## src/rtl/mem_arbiter.sv

```systemverilog
// Round-robin arbiter sharing one single-port memory between fetch (read-only)
// and load/store ports; one access in flight, registered responses, range trap.
module mem_arbiter #(
  parameter int AW       = 8,
  parameter int DW       = 8,
  parameter int MEMDEPTH = 25
) (
  input  logic          clk,
  input  logic          rst,
  input  logic          f_req,
  input  logic [AW-1:0] f_addr,
  output logic          f_ack,
  output logic [DW-1:0] f_rdata,
  output logic          f_err,
  input  logic          d_req,
  input  logic          d_wr,
  input  logic [AW-1:0] d_addr,
  input  logic [DW-1:0] d_wdata,
  output logic          d_ack,
  output logic [DW-1:0] d_rdata,
  output logic          d_err,
  output logic [AW-1:0] mem_addr,
  output logic          mem_wr,
  output logic [DW-1:0] mem_datain,
  input  logic [DW-1:0] mem_dataout,
  output logic          busy
);

  typedef enum logic [1:0] {
    S_IDLE   = 2'd0,
    S_ACCESS = 2'd1,
    S_DONE   = 2'd2
  } state_e;

  localparam logic [AW:0] DEPTH_C = (AW+1)'(MEMDEPTH);

  state_e          state_q, state_d;
  logic            sel_q;        // 1 = data port owns the transaction
  logic            last_q;       // 1 = data port was granted last
  logic [AW-1:0]   addr_q;
  logic            wr_q;
  logic [DW-1:0]   wdata_q;
  logic            err_q;
  logic [DW-1:0]   f_rdata_q, d_rdata_q;
  logic            f_err_q, d_err_q;

  logic            grant_s;
  logic            pick_d_s;
  logic [AW-1:0]   req_addr_s;
  logic            req_err_s;
  logic [DW-1:0]   rd_s;

  // Next-state and arbitration decision
  always_comb begin
    state_d  = state_q;
    grant_s  = 1'b0;
    pick_d_s = 1'b0;
    case (state_q)
      S_IDLE: begin
        if (f_req || d_req) begin
          grant_s = 1'b1;
          state_d = S_ACCESS;
          if (f_req && d_req) begin
            pick_d_s = ~last_q;
          end else begin
            pick_d_s = d_req;
          end
        end else begin
          state_d = S_IDLE;
        end
      end
      S_ACCESS: state_d = S_DONE;
      S_DONE:   state_d = S_IDLE;
      default:  state_d = S_IDLE;
    endcase
  end

  assign req_addr_s = pick_d_s ? d_addr : f_addr;
  assign req_err_s  = ({1'b0, req_addr_s} >= DEPTH_C);
  // Out-of-range accesses and stores both return zero read data
  assign rd_s       = (err_q || wr_q) ? {DW{1'b0}} : mem_dataout;

  // State, request latches and response registers
  always_ff @(posedge clk or negedge rst) begin
    if (!rst) begin
      state_q   <= S_IDLE;
      sel_q     <= 1'b0;
      last_q    <= 1'b1;
      addr_q    <= {AW{1'b0}};
      wr_q      <= 1'b0;
      wdata_q   <= {DW{1'b0}};
      err_q     <= 1'b0;
      f_rdata_q <= {DW{1'b0}};
      d_rdata_q <= {DW{1'b0}};
      f_err_q   <= 1'b0;
      d_err_q   <= 1'b0;
    end else begin
      state_q <= state_d;
      if (grant_s) begin
        sel_q   <= pick_d_s;
        last_q  <= pick_d_s;
        addr_q  <= req_addr_s;
        wr_q    <= pick_d_s & d_wr;
        wdata_q <= pick_d_s ? d_wdata : {DW{1'b0}};
        err_q   <= req_err_s;
      end
      if (state_q == S_ACCESS) begin
        if (sel_q) begin
          d_rdata_q <= rd_s;
          d_err_q   <= err_q;
        end else begin
          f_rdata_q <= rd_s;
          f_err_q   <= err_q;
        end
      end
    end
  end

  assign mem_addr   = (state_q == S_ACCESS) ? addr_q  : {AW{1'b0}};
  assign mem_datain = (state_q == S_ACCESS) ? wdata_q : {DW{1'b0}};
  assign mem_wr     = (state_q == S_ACCESS) & wr_q & ~err_q;
  assign f_ack      = (state_q == S_DONE) & ~sel_q;
  assign d_ack      = (state_q == S_DONE) & sel_q;
  assign f_rdata    = f_rdata_q;
  assign d_rdata    = d_rdata_q;
  assign f_err      = f_err_q;
  assign d_err      = d_err_q;
  assign busy       = (state_q != S_IDLE);

endmodule

```

## config.mk

```make
export PLATFORM = sky130hd
export DESIGN_NAME = mem_arbiter
export DESIGN_NICKNAME = d
export VERILOG_FILES = /design/src/rtl/mem_arbiter.sv
export SDC_FILE = /design/constraint.sdc
export NUM_CORES = 1
export LEC_CHECK = 0
export CORE_UTILIZATION = 38
export CTS_CLUSTER_SIZE = 28
export DETAILED_ROUTE_END_ITERATION = 12
export GPL_TIMING_DRIVEN = 0
export MAX_ROUTING_LAYER = met4
export PLACE_DENSITY = 0.74
export SETUP_SLACK_MARGIN = 0.1
export SLEW_MARGIN = 20
export SYNTH_ARGS = -nofsm -noshare
export SYNTH_HDL_FRONTEND = slang
export SYNTH_SLANG_ARGS = --single-unit
```

## constraint.sdc

```tcl
create_clock -name clk -period 1.5 [get_ports clk]
set_input_delay 0.15 -clock clk [delete_from_list [all_inputs] [get_ports clk]]
set_output_delay 0.15 -clock clk [all_outputs]
set_load 0.05 [all_outputs]
```

Word-level counts from Yosys, hierarchy flattened --
Cells that the tools add are included.
Cells by class: muxes and demuxes 12, bitwise logic cells 8, $lt $le $gt $ge 1, add/sub/neg operators 0, div/mod/pow operators 0, shift-type cells 0, reductions and logical operators 7, equality and inequality tests 2, multiply operators 0
Operator list (number):
- $mux W8 | 5
- $ge A8 B5 Y1 const B | 1
- $mux W1 | 6
- $and A1 B1 Y1 | 5
- $pmux W2 S2 | 1
- $reduce_and A2 Y1 | 2
- $not A1 Y1 | 3
- $eq A2 B1 Y1 const B | 1
- $eq A2 B2 Y1 const B | 1
- $logic_not A2 Y1 | 1
- $logic_or A1 B1 Y1 | 2
- $reduce_bool A2 Y1 | 1
- $logic_and A1 B1 Y1 | 1
Storage, ports and cells: bits in writable memories 0, memory bits (read-only) 0, latch bits 0, bits of input ports 37, memories 0, word-level logic and storage cells 41, output and inout port bits 38, bits in registers 40

Depth between registers and ports, before layout --
depth in word-level cells 6, depth in mapped cells 5, mapped depth without buffers 4

Least setup slack after synthesis --
OpenSTA, ideal clock, no wires.
path kind register -> output, from register state_q[0], to output f_ack, buffers on the path 0, arrival 1.580 ns, stages on the path, launching flop included 2, required time 1.350 ns, slack -0.230 ns, cell sequence dfrtp_1 > nor3b_1
Between the ends: cells in the longest elaborated chain, start to end 2
RTL lines:
- from (decl) | RTL line 37 | state_e state_q, state_d;
- from (signal assigned) | RTL line 98 | state_q <= state_d;
- $eq A2 B2 Y1 | RTL line 122 | assign f_ack = (state_q == S_DONE) & ~sel_q;
- $and A1 B1 Y1 | RTL line 122
- to (decl) | RTL line 12 | output logic f_ack,
No other way between the ends.

Worst setup path after layout --
from register state_q[1], to output mem_addr[5]
Between the ends: cells in the longest elaborated chain, start to end 2
RTL lines:
- $eq A2 B1 Y1 | RTL line 119 | assign mem_addr = (state_q == S_ACCESS) ? addr_q : {AW{1'b0}};
- $mux W8 | RTL line 119
- to (decl) | RTL line 22 | output logic [AW-1:0] mem_addr,
No other way between the ends.

==> impl_results.md <==
* Outcome: finished with violations
* Failing checks: setup timing
* Leakage power at 1.446 nW
* Yosys top cell area share at 0.5516
* Rel. slew slack at 0.6665
* Hpwl dp at 3.210 mm
* IO Pins at 75
* Tcrit/Tclk final at 1.085
* Seq pwr share at 0.275
* Setup TNS at -2.386 ns
* Total power at 6.887 mW
* Clock sink total at 40
* DR WL/cell at around 15 um
* Synth area leader: dfrtp_1
* CP startpoint kind: flip-flop
* Final Skew at ~0.0043 ns
* FP Rows at 24
* Synthesis warning total at 0
* Met3 wire length at 235 um
* CTS buffer count at 5
* Initial antenna violation count at 0
* CTS tree: done
* Vias in the first global route at 1648
* Die W at around 70 um
* CP Max Fanout at 7
* RD Place Congestion at 0.7963
* Maximum VDD drop at between 1000 and 1500 uV
* Pin count of the biggest net entering global routing at 25
* Placed Area at 2616 um2
* PD cells at roughly 2300 nW/um2
* Vias at 1643
* Clock share of power at 0.098
* Synth Cell Area at around 1800 um2
* Setup ws final at -0.1279 ns
* Top post-synthesis cells by area: dfrtp_1, and2_1, nand2_1
* Max Slew Vio Count at 0
* Combinational power share at 0.627
* Max Freq at between 600 and 700 MHz
* Clock buffer depth at 2
* Syn_nets at about 200
* EDFF count, synth at 0
* Mapped Cells at between 150 and 200
* DRT iter0 DRCs at about 70
* Core Area at ~4400 um2
* Residual DRC at 0
* PortBufs at 74
* Area grow syn2layout at 72.28%
* Unique masters post-synth at 30
* Min cycle time layout at 1.628 ns
* Vias per cell at about 5.2
* Design area at around 3000 um2
* Asr flop ratio synth at 1.000
* Most common cell after layout, fill and taps aside: dfrtp_1
* WP data arrival at between 1 and 1.5 ns
* Final Hold Fails at 0
* Final ANT Viol Nets at 0
* Most frequent cells in the layout: dfrtp_1, clkdlybuf4s50_1, nand2_1
* Number of nets in the layout at 300
* Yosys reg bits at 40
* Cell-internal power at 3.783 mW
* CP required at 1.35 ns
* Clk slew on worst S/H paths at around 0.07 ns
* First-pass GRT wire length at roughly 8 mm
* Worst reg-to-reg path cell count at 4
* Chip height at 70.24 um
* # H-tree levels at 2
* # diodes at 0
* Tot GR Track Use at 0.2095
* GRT Residual Overflow at 0
* CP endpoint kind: output pin
* Initial core utilization at 0.4008
* Worst-skew pair later-pin latency at 0.30 ns
* Share of post-route cells with drive strength above 1 at 0.3118
* Sw frac at 0.4507
* RSZ-0062 raised after global routing: yes
* Root Driver: clkbuf_8
* Final setup fails at 26
* Path type of the worst min-delay path: in -> async
* Worst-margin pin slew at between 0.5 and 0.6 ns
* Total wire length at approximately 4.8 mm
* Seq/Total Area, Yosys at 0.5665
* Syn Area/Cell at 10.79 um2
* Filler Cell Count at 348
* Post-Route M1 WL at between 2 and 2.5 mm
* Max-cap violations at 0
* Uppermost routed layer: met4
* Kind of critical path: reg -> out
* First-pass DRT Iterations at 4
* Synth Flop Type: dfrtp_1
* DR WL met2 at about 2.3 mm
* Sw power at between 3 and 4 mW
* Die area at a little under 5000 um2
* Util after Layout at 0.6905
synth_stat cells, types with 2 or more instances:
master / instances
or2_1: 2
and3b_1: 2
nor2_1: 2
nor3b_1: 9
clkbuf_1: 8
o21ai_0: 15
a221o_1: 8
nand2_1: 25
and3_1: 8
a22o_1: 9
mux2_2: 2
dfrtp_1: 39
a21o_1: 2
and2_1: 17
power groups by stage:
stage               Sequential [mW]  Combinational (mW)  Clock (mW)
finish                         1.89                4.32       0.678
global route                   1.96                4.53       0.741
CTS                            1.87                4.05       0.680
detailed placement             1.88                3.52           0
global placement               1.87                3.46           0
floorplan                      2.59                1.62           0
kinds of logic (layout without fill, tap and decap cells):
family / after synthesis / in the layout / share of synthesized area
simple gates: 72 / 72 / 0.2277
flops: 40 / 40 / 0.5665
compound gates: 39 / 39 / 0.1648
buf+inv: 11 / 110 / 0.02828
mux: 2 / 2 / 0.01273
state kept, by name (all words and copies together) (netlist names):
name,cells
sel_q,1
state_q,2
wr_q,1
addr_q,8
f_rdata,8
d_rdata,8
wdata_q,8
err_q,1
d_err,1
last_q,1
f_err,1
metal layers:
metal | vias up | global-route usage
met1 | 778 | 0.2741
met5 | - | -
li1 | 789 | -
met2 | 65 | 0.3280
met3 | 11 | 0.04040
met4 | 0 | 0.06889
metrics by stage:
stage / setup WS, ns / cells / hold WS [ns]
2_1_floorplan: -0.02372 / 164 / -0.1456
3_3_place_gp: -0.9225 / 290 / 0.4631
3_5_place_dp: -0.9579 / 291 / 0.09805
4_1_cts: -0.1096 / 308 / 0.3320
5_1_grt: -0.1794 / 315 / 0.3547
6_report: -0.1279 / 315 / 0.3170
final cells by class:
type | count | area [um2] | area share
clock buffers | 6 | 72.57 | 0.02381
repair buffers | 92 | 979.7 | 0.3214
flip-flops and latches | 40 | 1005 | 0.3296
inverters | 1 | 3.754 | 0.001232
multi-input cells | 113 | 792.0 | 0.2599
well taps | 52 | 65.06 | 0.02135
clock inverters | 1 | 5.005 | 0.001642
plain buffers | 10 | 125.1 | 0.04105
final timing paths:
| kind | slack (ns) | start | endpoint |
|---|---|---|---|
| setup / recovery | -0.13 | state_q[1] | mem_addr[5] |
| hold / removal | 0.32 | rst | d_rdata[0] |
| setup reg to reg | -0.08 | state_q[1] | err_q |
| hold reg to reg | 0.48 | d_rdata[1] | d_rdata[1] |
| max in group asynchronous | 0.66 | rst | last_q |
| min in group clk | 0.44 | mem_dataout[6] | f_rdata[6] |
worst max-delay path, stage by stage, from the launching register on:
cell and delay, ns:
dfrtp_2 0.46, nor2b_4 0.28, buf_8 0.16, and2_4 0.14, buf_8 0.14
repair_timing:
item,in CTS,in global routing
hold buffers,1,0
gates resized for setup,203,26
cloned,3,0
buffers inserted,6,7
hold endpoints to repair,16,0
setup endpoints to repair,68,55
pin swaps,23,2
(Power assumes the default switching activity.)
